## src/rtl/coder_lane_packer_if.sv

```systemverilog
// Byte-in / word-out stream bundle for the coder lane packer.
// master: coder/host side; slave: packer side.
interface coder_lane_packer_if;
    logic        in_valid;
    logic        in_ready;
    logic [7:0]  in_bits_idx;
    logic [7:0]  in_bits_byte;
    logic        in_bits_last;
    logic        out_valid;
    logic        out_ready;
    logic [7:0]  out_bits_idx;
    logic [31:0] out_bits_data;
    logic [3:0]  out_bits_keep;
    logic        out_bits_last;
    logic        status_busy;

    modport master (
        output in_valid, in_bits_idx, in_bits_byte, in_bits_last,
        output out_ready,
        input  in_ready,
        input  out_valid, out_bits_idx, out_bits_data,
        input  out_bits_keep, out_bits_last, status_busy
    );

    modport slave (
        input  in_valid, in_bits_idx, in_bits_byte, in_bits_last,
        input  out_ready,
        output in_ready,
        output out_valid, out_bits_idx, out_bits_data,
        output out_bits_keep, out_bits_last, status_busy
    );
endinterface

```

## src/rtl/coder_lane_packer.sv

```systemverilog
// Packs 8 coder lanes' bytes little-endian into 32-bit words,
// flushes partial words at end of stream and emits a byte-count beat.
// Ports: clk, rst (sync, active-high), bus (slave modport):
//   in_*  byte stream {idx, byte, last} with valid/ready
//   out_* word stream {idx, data, keep, last} with valid/ready
//   status_busy high while flushing or emitting the terminator
module coder_lane_packer #(
    parameter int         NUM_LANES = 8,
    parameter logic [7:0] TERM_IDX  = 8'hFF
) (
    input logic           clk,
    input logic           rst,
    coder_lane_packer_if.slave bus
);

    typedef enum logic [1:0] {
        S_ACCEPT,
        S_FLUSH,
        S_TERM,
        S_WAIT
    } state_t;

    state_t      state_q, state_d;
    logic [2:0]  ptr_q, ptr_d;
    logic [31:0] total_q, total_d;
    logic [31:0] acc_q [NUM_LANES];
    logic [31:0] acc_d [NUM_LANES];
    logic [1:0]  cnt_q [NUM_LANES];
    logic [1:0]  cnt_d [NUM_LANES];

    logic        ov_q, ov_d;
    logic [7:0]  oidx_q, oidx_d;
    logic [31:0] odata_q, odata_d;
    logic [3:0]  okeep_q, okeep_d;
    logic        olast_q, olast_d;

    logic        out_free;
    logic        in_ready;
    logic        fire;
    logic        adv;
    logic [2:0]  lane;
    logic        unused_idx;

    function automatic logic [3:0] keep_of(input logic [1:0] c);
        logic [3:0] k;
        case (c)
            2'd1:    k = 4'b0001;
            2'd2:    k = 4'b0011;
            2'd3:    k = 4'b0111;
            default: k = 4'b0000;
        endcase
        return k;
    endfunction

    assign unused_idx = ^bus.in_bits_idx[7:3];
    assign lane       = bus.in_bits_idx[2:0];
    assign out_free   = !ov_q || bus.out_ready;
    assign in_ready   = !rst && (state_q == S_ACCEPT) && out_free;
    assign fire       = bus.in_valid && in_ready;

    always_comb begin
        state_d = state_q;
        ptr_d   = ptr_q;
        total_d = total_q;
        acc_d   = acc_q;
        cnt_d   = cnt_q;
        ov_d    = ov_q;
        oidx_d  = oidx_q;
        odata_d = odata_q;
        okeep_d = okeep_q;
        olast_d = olast_q;
        adv     = 1'b0;

        // A handshake retires the beat unless a new load below replaces it.
        if (ov_q && bus.out_ready) begin
            ov_d = 1'b0;
        end

        unique case (state_q)
            S_ACCEPT: begin
                if (fire) begin
                    total_d = total_q + 32'd1;
                    if (cnt_q[lane] == 2'd3) begin
                        ov_d        = 1'b1;
                        oidx_d      = {5'd0, lane};
                        odata_d     = {bus.in_bits_byte, acc_q[lane][23:0]};
                        okeep_d     = 4'b1111;
                        olast_d     = 1'b0;
                        acc_d[lane] = 32'd0;
                        cnt_d[lane] = 2'd0;
                    end else begin
                        acc_d[lane][{cnt_q[lane], 3'b000} +: 8] = bus.in_bits_byte;
                        cnt_d[lane] = cnt_q[lane] + 2'd1;
                    end
                    if (bus.in_bits_last) begin
                        state_d = S_FLUSH;
                        ptr_d   = 3'd0;
                    end
                end
            end
            S_FLUSH: begin
                if (cnt_q[ptr_q] == 2'd0) begin
                    adv = 1'b1;
                end else if (out_free) begin
                    ov_d         = 1'b1;
                    oidx_d       = {5'd0, ptr_q};
                    odata_d      = acc_q[ptr_q];
                    okeep_d      = keep_of(cnt_q[ptr_q]);
                    olast_d      = 1'b0;
                    acc_d[ptr_q] = 32'd0;
                    cnt_d[ptr_q] = 2'd0;
                    adv          = 1'b1;
                end
                if (adv) begin
                    if (ptr_q == 3'd7) begin
                        state_d = S_TERM;
                    end else begin
                        ptr_d = ptr_q + 3'd1;
                    end
                end
            end
            S_TERM: begin
                if (out_free) begin
                    ov_d    = 1'b1;
                    oidx_d  = TERM_IDX;
                    odata_d = total_q;
                    okeep_d = 4'b1111;
                    olast_d = 1'b1;
                    state_d = S_WAIT;
                end
            end
            S_WAIT: begin
                if (ov_q && bus.out_ready && olast_q) begin
                    total_d = 32'd0;
                    state_d = S_ACCEPT;
                end
            end
            default: state_d = S_ACCEPT;
        endcase
    end

    always_ff @(posedge clk) begin
        if (rst) begin
            state_q <= S_ACCEPT;
            ptr_q   <= 3'd0;
            total_q <= 32'd0;
            for (int i = 0; i < NUM_LANES; i++) begin
                acc_q[i] <= 32'd0;
                cnt_q[i] <= 2'd0;
            end
            ov_q    <= 1'b0;
            oidx_q  <= 8'd0;
            odata_q <= 32'd0;
            okeep_q <= 4'd0;
            olast_q <= 1'b0;
        end else begin
            state_q <= state_d;
            ptr_q   <= ptr_d;
            total_q <= total_d;
            acc_q   <= acc_d;
            cnt_q   <= cnt_d;
            ov_q    <= ov_d;
            oidx_q  <= oidx_d;
            odata_q <= odata_d;
            okeep_q <= okeep_d;
            olast_q <= olast_d;
        end
    end

    assign bus.in_ready      = in_ready;
    assign bus.out_valid     = ov_q;
    assign bus.out_bits_idx  = oidx_q;
    assign bus.out_bits_data = odata_q;
    assign bus.out_bits_keep = okeep_q;
    assign bus.out_bits_last = olast_q;
    assign bus.status_busy   = (state_q == S_FLUSH) || (state_q == S_TERM);

endmodule

```

## src/flat_wrapper.sv

```systemverilog
// flat-port wrapper written by rule: the top's interface ports become plain ports
module coder_lane_packer_flat 
#(
    parameter int         NUM_LANES = 8,
    parameter logic [7:0] TERM_IDX  = 8'hFF
)
  (clk, rst, bus_in_valid, bus_in_bits_idx, bus_in_bits_byte, bus_in_bits_last, bus_out_ready, bus_in_ready, bus_out_valid, bus_out_bits_idx, bus_out_bits_data, bus_out_bits_keep, bus_out_bits_last, bus_status_busy);
  coder_lane_packer_if bus_i ();
  input logic clk;
  input logic rst;
  input wire logic [$bits(bus_i.in_valid)-1:0] bus_in_valid;
  input wire logic [$bits(bus_i.in_bits_idx)-1:0] bus_in_bits_idx;
  input wire logic [$bits(bus_i.in_bits_byte)-1:0] bus_in_bits_byte;
  input wire logic [$bits(bus_i.in_bits_last)-1:0] bus_in_bits_last;
  input wire logic [$bits(bus_i.out_ready)-1:0] bus_out_ready;
  output wire logic [$bits(bus_i.in_ready)-1:0] bus_in_ready;
  output wire logic [$bits(bus_i.out_valid)-1:0] bus_out_valid;
  output wire logic [$bits(bus_i.out_bits_idx)-1:0] bus_out_bits_idx;
  output wire logic [$bits(bus_i.out_bits_data)-1:0] bus_out_bits_data;
  output wire logic [$bits(bus_i.out_bits_keep)-1:0] bus_out_bits_keep;
  output wire logic [$bits(bus_i.out_bits_last)-1:0] bus_out_bits_last;
  output wire logic [$bits(bus_i.status_busy)-1:0] bus_status_busy;
  assign bus_i.in_valid = bus_in_valid;
  assign bus_i.in_bits_idx = bus_in_bits_idx;
  assign bus_i.in_bits_byte = bus_in_bits_byte;
  assign bus_i.in_bits_last = bus_in_bits_last;
  assign bus_i.out_ready = bus_out_ready;
  assign bus_in_ready = bus_i.in_ready;
  assign bus_out_valid = bus_i.out_valid;
  assign bus_out_bits_idx = bus_i.out_bits_idx;
  assign bus_out_bits_data = bus_i.out_bits_data;
  assign bus_out_bits_keep = bus_i.out_bits_keep;
  assign bus_out_bits_last = bus_i.out_bits_last;
  assign bus_status_busy = bus_i.status_busy;
  coder_lane_packer #(.NUM_LANES(NUM_LANES), .TERM_IDX(TERM_IDX)) u_core (.clk(clk), .rst(rst), .bus(bus_i));
endmodule
```

## config.mk

```make
export PLATFORM = sky130hd
export DESIGN_NAME = coder_lane_packer_flat
export DESIGN_NICKNAME = d
export VERILOG_FILES = /design/src/rtl/coder_lane_packer_if.sv /design/src/rtl/coder_lane_packer.sv /design/src/flat_wrapper.sv
export SDC_FILE = /design/constraint.sdc
export NUM_CORES = 1
export LEC_CHECK = 0
export BUFFER_PORTS_ARGS = -buffer_cell sky130_fd_sc_hd__buf_2
export CAP_MARGIN = 5
export CORE_ASPECT_RATIO = 1.1
export CORE_MARGIN = 2
export CORE_UTILIZATION = 43
export CTS_BUF_LIST = sky130_fd_sc_hd__clkbuf_8
export CTS_CLUSTER_SIZE = 40
export DETAILED_ROUTE_END_ITERATION = 8
export PLACE_DENSITY = 0.65
export SKIP_CTS_REPAIR_TIMING = 1
export SLEW_MARGIN = 20
export SYNTH_ARGS = -nofsm -noshare
export SYNTH_HDL_FRONTEND = slang
export SYNTH_SLANG_ARGS = --single-unit
```

## constraint.sdc

```tcl
create_clock -name clk -period 11.72 [get_ports clk]
set_input_delay 2.93 -clock clk [delete_from_list [all_inputs] [get_ports clk]]
set_output_delay 2.93 -clock clk [all_outputs]
set_load 0.01 [all_outputs]
```

# Word-level counts from Yosys, hierarchy flattened
# Index checks and enable logic that the tools add are counted.
dict set report totals {
  register_bits 355
  latchBits 0
  ram_bits 0
  mem_bits_ro 0
  in_bits 21
  wordCells 166
  mem_count 0
}
dict set report classes {
  add_sub_neg 4
  n_mul 0
  n_div 0
  n_lt_le_gt_ge 4
  eq_ne 18
  n_shift 2
  mux 83
  n_bitwise 10
  reduce_logical 21
}
# cell count
set op_table {}
lappend op_table {{$mux 256} 4}
lappend op_table {{$and 256x256->256} 2}
lappend op_table {{$not 256->256} 2}
lappend op_table {{$pmux 256 s2} 1}
lappend op_table {{$mux 32} 12}
lappend op_table {{$demux 32 s3} 3}
lappend op_table {{$bwmux 256} 1}
lappend op_table {{$bmux 32 s3} 2}
lappend op_table {{$pmux 32 s3} 1}
lappend op_table {{$mux 16} 4}
lappend op_table {{$pmux 32 s2} 1}
lappend op_table {{$mux 24} 2}
lappend op_table {{$mux 8} 5}
lappend op_table {{$add 32x1->32 const B} 1}
lappend op_table {{$and 16x16->16} 2}
lappend op_table {{$not 16->16} 2}
lappend op_table {{$pmux 16 s2} 1}
lappend op_table {{$shift 8x7->32 const A} 1}
lappend op_table {{$shiftx 8x7->32} 1}
lappend op_table {{$mux 2} 12}
lappend op_table {{$pmux 8 s3} 1}
lappend op_table {{$mux 4} 5}
lappend op_table {{$bwmux 16} 1}
lappend op_table {{$mux 1} 13}
lappend op_table {{29 further kinds} 62}

# Longest topological paths before layout
dict set report depth {
  depth_word 12
  ltp_mapped 18
  mapped_depth_nobuf 12
}

# Worst setup path after synthesis
# Ideal clock, no wire load.
dict set report synth_timing {
  path_kind {in2out}
  startpoint {input port rst}
  endpoint {output port bus_in_ready}
  arrival_time_ps 4538
  t_required_ps 8790
  setup_slack_ps 4252
  path_stages 5
  path_buffers 4
  cell_sequence {buf_2 -> buf_1 -> buf_1 -> clkbuf_1 -> nor3_1}
}
dict set report synth_between {
  elab_chain_len 3
}
# element line_no
set synth_lines {}
lappend synth_lines {{start, declared} flat_wrapper.sv:10} ;# input logic rst;
lappend synth_lines {{$logic_not 1->1} coder_lane_packer.sv:58} ;# assign in_ready = !rst && (state_q == S_ACCEPT) && out_free;
lappend synth_lines {{$logic_and 1x1->1 (2 in series)} coder_lane_packer.sv:58}
lappend synth_lines {{end, declared} flat_wrapper.sv:16} ;# output wire logic [$bits(bus_i.in_ready)-1:0] bus_in_ready;
# No other way between the ends.

# Worst setup path in the final report
dict set report layout_timing {
  startpoint {input port bus_in_bits_idx[1]}
  endpoint {register u_core.acc_q[20] (netlist bit)}
}
dict set report layout_between {
  elab_chain_len 12
  elab_cells_between_ends 21
  classes_between {1 x add/sub; 2 x order compare; 1 x eq/ne; 2 x shift; 11 x mux; 3 x bitwise; 1 x reduce/logical}
}
# element line_no
set layout_lines {}
lappend layout_lines {{start, declared} flat_wrapper.sv:12} ;# input wire logic [$bits(bus_i.in_bits_idx)-1:0] bus_in_bits_idx;
lappend layout_lines {{$not 3->4 (not written as such) (*)} {coder_lane_packer.sv:83, coder_lane_packer.sv:89, coder_lane_packer.sv:92}}
lappend layout_lines {{$bmux 2 s3} {coder_lane_packer.sv:83, coder_lane_packer.sv:92}}
lappend layout_lines {{$mux 2 (not written as such) (2 in series)} {coder_lane_packer.sv:83, coder_lane_packer.sv:92}}
lappend layout_lines {{$neg 5->7} coder_lane_packer.sv:92} ;# acc_d[lane][{cnt_q[lane], 3'b000} +: 8] = bus.in_bits_byte;
lappend layout_lines {{$shift 8x7->32} coder_lane_packer.sv:92}
lappend layout_lines {{$mux 32 (not written as such)} coder_lane_packer.sv:92}
lappend layout_lines {{$demux 32 s3} coder_lane_packer.sv:92}
lappend layout_lines {{$bwmux 256} coder_lane_packer.sv:92}
lappend layout_lines {{$mux 256 (*)} coder_lane_packer.sv:83} ;# if (cnt_q[lane] == 2'd3) begin
lappend layout_lines {{$mux 256 (*)} coder_lane_packer.sv:81} ;# if (fire) begin
lappend layout_lines {{$pmux 256 s2 (*)} coder_lane_packer.sv:79} ;# unique case (state_q)
lappend layout_lines {{end signal, assigned by index} coder_lane_packer.sv:148} ;# acc_q[i] <= 32'd0;
lappend layout_lines {{end signal, assigned} coder_lane_packer.sv:160} ;# acc_q <= acc_d;
lappend layout_lines {{end, declared} coder_lane_packer.sv:26} ;# logic [31:0] acc_q [NUM_LANES];
# Mark *: on every way between the ends. The rest lies on a longest branch, timed or not. The select of a mux whose other input is x is not followed.
# A chain may end at the register's enable or synchronous reset.

==> results.py <==
metrics = {
    "sta": {
        "max_slew.worst_pin.slew_ns": 1.17,
        "fin_skew_ns": 0.0310,
        "drv_slew": 0,
        "setup_tns_ns": 0,
        "finalSetupViolCount": 0,
        "fmax_mhz": 120,
        "period_share": 0.713,
        "fin_crit_ns": 8.35,
        "slew_headroom": 0.215,
        "layout_setup_ws_ns": 3.37,
        "rsz0062_at_grt": "false",
        "hold_viol": 0,
    },
    "routing": {
        "vias": 19600,
        "ant_nets": 0,
        "drc_errors": 0,
        "wirelength_met1_mm": 29.5,
        "top_layer": "met5",
        "viasPerCell": 6.89,
        "wl_met3_mm": 8.52,
        "wl_per_cell_um": 26.7,
        "first_pass_iters": 6,
        "dr_wl_met2_mm": 32.7,
        "drt_iter0_drc": 2400,
        "routed_wl_mm": 75.9,
    },
    "logic_synthesis": {
        "yosys_most_used_dff": "dfxtp_1",
        "synth-seq-cells": 350,
        "ys_top_cells_by_area": "dfxtp_1 (36%), mux4_2 (6.4%), o21ai_0 (5.5%), a22o_1 (5.1%), o211ai_1 (4.0%)",
        "synth_area_sq_um": 19600,
        "ys_async_sr_fraction": 0,
        "yosys_warnings": 0,
        "synth_seq_area_share": 0.357,
        "synth-edff-count": 0,
        "syn_nets": 2280,
        "synth_cell_type_count": 92,
        "yosysMostFrequentCell": "dfxtp_1",
        "synth_common_cells": "dfxtp_1 (350), o21ai_0 (216), nand2_1 (188)",
        "syn_area_per_cell_sq_um": 8.73,
        "netlist.area_leader.share": 0.357,
        "synth_top_area_cell": "dfxtp_1",
        "netlist_instances": 2246,
    },
    "power": {
        "peakVddDrop_uv": 74.1,
        "power.total_mw": 2.93,
        "powerDensity_nw_per_um2": 138,
        "power.leakage_nw": 7.05,
    },
    "critical_path": {
        "crit_path_start_kind": "primary input",
        "cp.arrival_ns": 8.94,
        "ff2ff_path_depth": 9,
        "critPathRequiredTime_ns": 12.30,
        "crit_fanout": 34,
        "critPathKind": "primary input to flip-flop",
        "end_kind": "flip-flop",
    },
    "clocking": {
        "cts_buffer_depth": 3,
        "cts_root_buffer": "clkbuf_8",
        "cts_buffers": 58,
        "clkLatencyLatePin_ns": 0.69,
        "cts_sinks": 350,
        "cts_max_level": 2,
        "cts_tree": "done",
        "clkTransAtPathRegs_ns": 0.06,
    },
    "grt": {
        "grt_max_degree": 83,
        "grt_pass1_wl_mm": 113,
        "grt_pass1_vias": 18500,
        "grt_overflow": 0,
        "antenna_found_initial": 5,
        "gr-usage-all-layers": 0.308,
    },
    "layout": {
        "postLayoutCellArea_sq_um": 21300,
        "syn2layout_area_growth_pct": 8.48,
        "final_util": 0.469,
        "drive_above_1_share": 0.157,
        "fin_nets": 2245,
        "fillers": 4360,
    },
    "hold_path": {
        "hold_depth": 2,
        "hold_path_class": "flip-flop to flip-flop",
    },
    "die": {
        "die_x_um": 208,
        "start_util": 0.432,
        "pin_count": 69,
        "fp.dieArea_sq_um": 47300,
        "die_h_um": 228,
        "num_rows": 82,
        "core_sq_um": 45300,
    },
    "status": {
        "status": "finished, final reports clean",
    },
    "placement": {
        "place_area_sq_um": 20100,
        "dp_hpwl_mm": 49.4,
        "gp_congestion": 0.955,
        "port_buffers": 63,
        "dp_slack_ns": 3.09,
    },
    "job": {
        "drv_cap": 0,
    },
}
critical path, stage by stage:
cell      delay (ns)
buf_2           0.46
buf_4           0.51
and2_1          0.63
a22o_1          0.69
nor2_4          0.14
ha_1            0.45
nor2b_1         0.85
nand2_1         0.60
nor3_1          0.83
nand4b_1        0.50
o22ai_1         0.31
logic make-up after synthesis:
kind of cell / Yosys count / synth area share
AOI/OAI and AO/OA: 899 / 0.321
xor gates and xnor gates: 22 / 0.00983
adders and majority gates: 13 / 0.00829
buffers and inverters: 259 / 0.0589
DFF: 350 / 0.357
muxes: 142 / 0.111
and+or+nand+nor: 561 / 0.134
state kept, by name, indices dropped and copies added (netlist names):
| name | count |
|---|---|
| u_core.acc_q | 256 |
| u_core.bus.out_bits_data | 32 |
| u_core.bus.out_bits_idx | 4 |
| u_core.bus.out_bits_keep | 4 |
| u_core.bus.out_valid | 1 |
| u_core.cnt_q | 16 |
| u_core.ptr_q | 3 |
| u_core.state_q | 2 |
| u_core.total_q | 32 |
power breakdown:
group	internal [mW]	switching, mW
registers	1.20	0.0183
clock network	0.587	0.523
logic	0.154	0.448
layout by cell type (no fill, tap or decap), types with 8 or more instances in the layout:
master / netlist / layout
mux2_2: 32 / 32
o22ai_1: 37 / 37
dfxtp_1: 350 / 347
o211ai_1: 104 / 104
o2bb2ai_1: 47 / 47
ha_1: 13 / 11
buf_4: 8 / 50
nor2b_1: 15 / 15
a22o_1: 114 / 114
a21oi_1: 128 / 128
o21ai_1: 54 / 53
o21ai_0: 216 / 215
mux4_2: 56 / 56
buf_2: 57 / 62
mux2i_1: 53 / 53
a221oi_1: 35 / 35
nand3_1: 43 / 43
a32o_1: 27 / 27
a22oi_1: 19 / 19
a31oi_1: 15 / 15
nand4_1: 14 / 14
nor3_1: 34 / 33
or3_1: 17 / 17
clkbuf_8: 0 / 75
and2_1: 19 / 19
a221o_1: 8 / 8
and3_1: 8 / 8
o31ai_1: 9 / 8
inv_1: 49 / 69
a31oi_4: 9 / 9
xnor2_1: 15 / 15
nand2_1: 188 / 188
nor2_1: 173 / 173
per-stage QoR:
| step | hold WS [ns] | cells |
|---|---|---|
| 3_3_place_gp | 0.441 | 2739 |
| 5_1_grt | 0.476 | 2839 |
| 2_1_floorplan | 0.435 | 2246 |
| 6_report | 0.452 | 2840 |
| 4_1_cts | 0.453 | 2838 |
| 3_5_place_dp | 0.443 | 2739 |
path summary, 6_finish.rpt:
kind / startpoint / endpoint / slack, ns
worst min register to register: u_core.bus.out_bits_keep[3]$_SDFFE_PP0P_ / u_core.bus.out_bits_keep[3]$_SDFFE_PP0P_ / 0.45
worst min-delay path: u_core.bus.out_bits_keep[3]$_SDFFE_PP0P_ / u_core.bus.out_bits_keep[3]$_SDFFE_PP0P_ / 0.45
worst max register to register: u_core.cnt_q[2]$_SDFFE_PP0P_ / u_core.acc_q[20]$_SDFFE_PP0P_ / 6.82
worst max-delay path: bus_in_bits_idx[1] / u_core.acc_q[20]$_SDFFE_PP0P_ / 3.37
final cells by class:
class | instances | area (sq um) | area share
Clock inverter | 24 | 120 | 0.00565
Tap cell | 588 | 736 | 0.0346
Inverter | 52 | 195 | 0.00917
Timing Repair Buffer | 112 | 686 | 0.0322
Antenna cell | 2 | 5.00 | 0.000235
Sequential cell | 350 | 7020 | 0.330
Multi-Input combinational cell | 1637 | 11500 | 0.540
Clock buffer | 75 | 1030 | 0.0485
per-layer routing:
| layer | global-route usage | up-vias |
|---|---|---|
| li1 | - | 8454 |
| met1 | 0.392 | 9452 |
| met2 | 0.462 | 1300 |
| met3 | 0.0815 | 349 |
| met4 | 0.196 | 6 |
| met5 | 0 | - |
(Power assumes the default switching activity.)
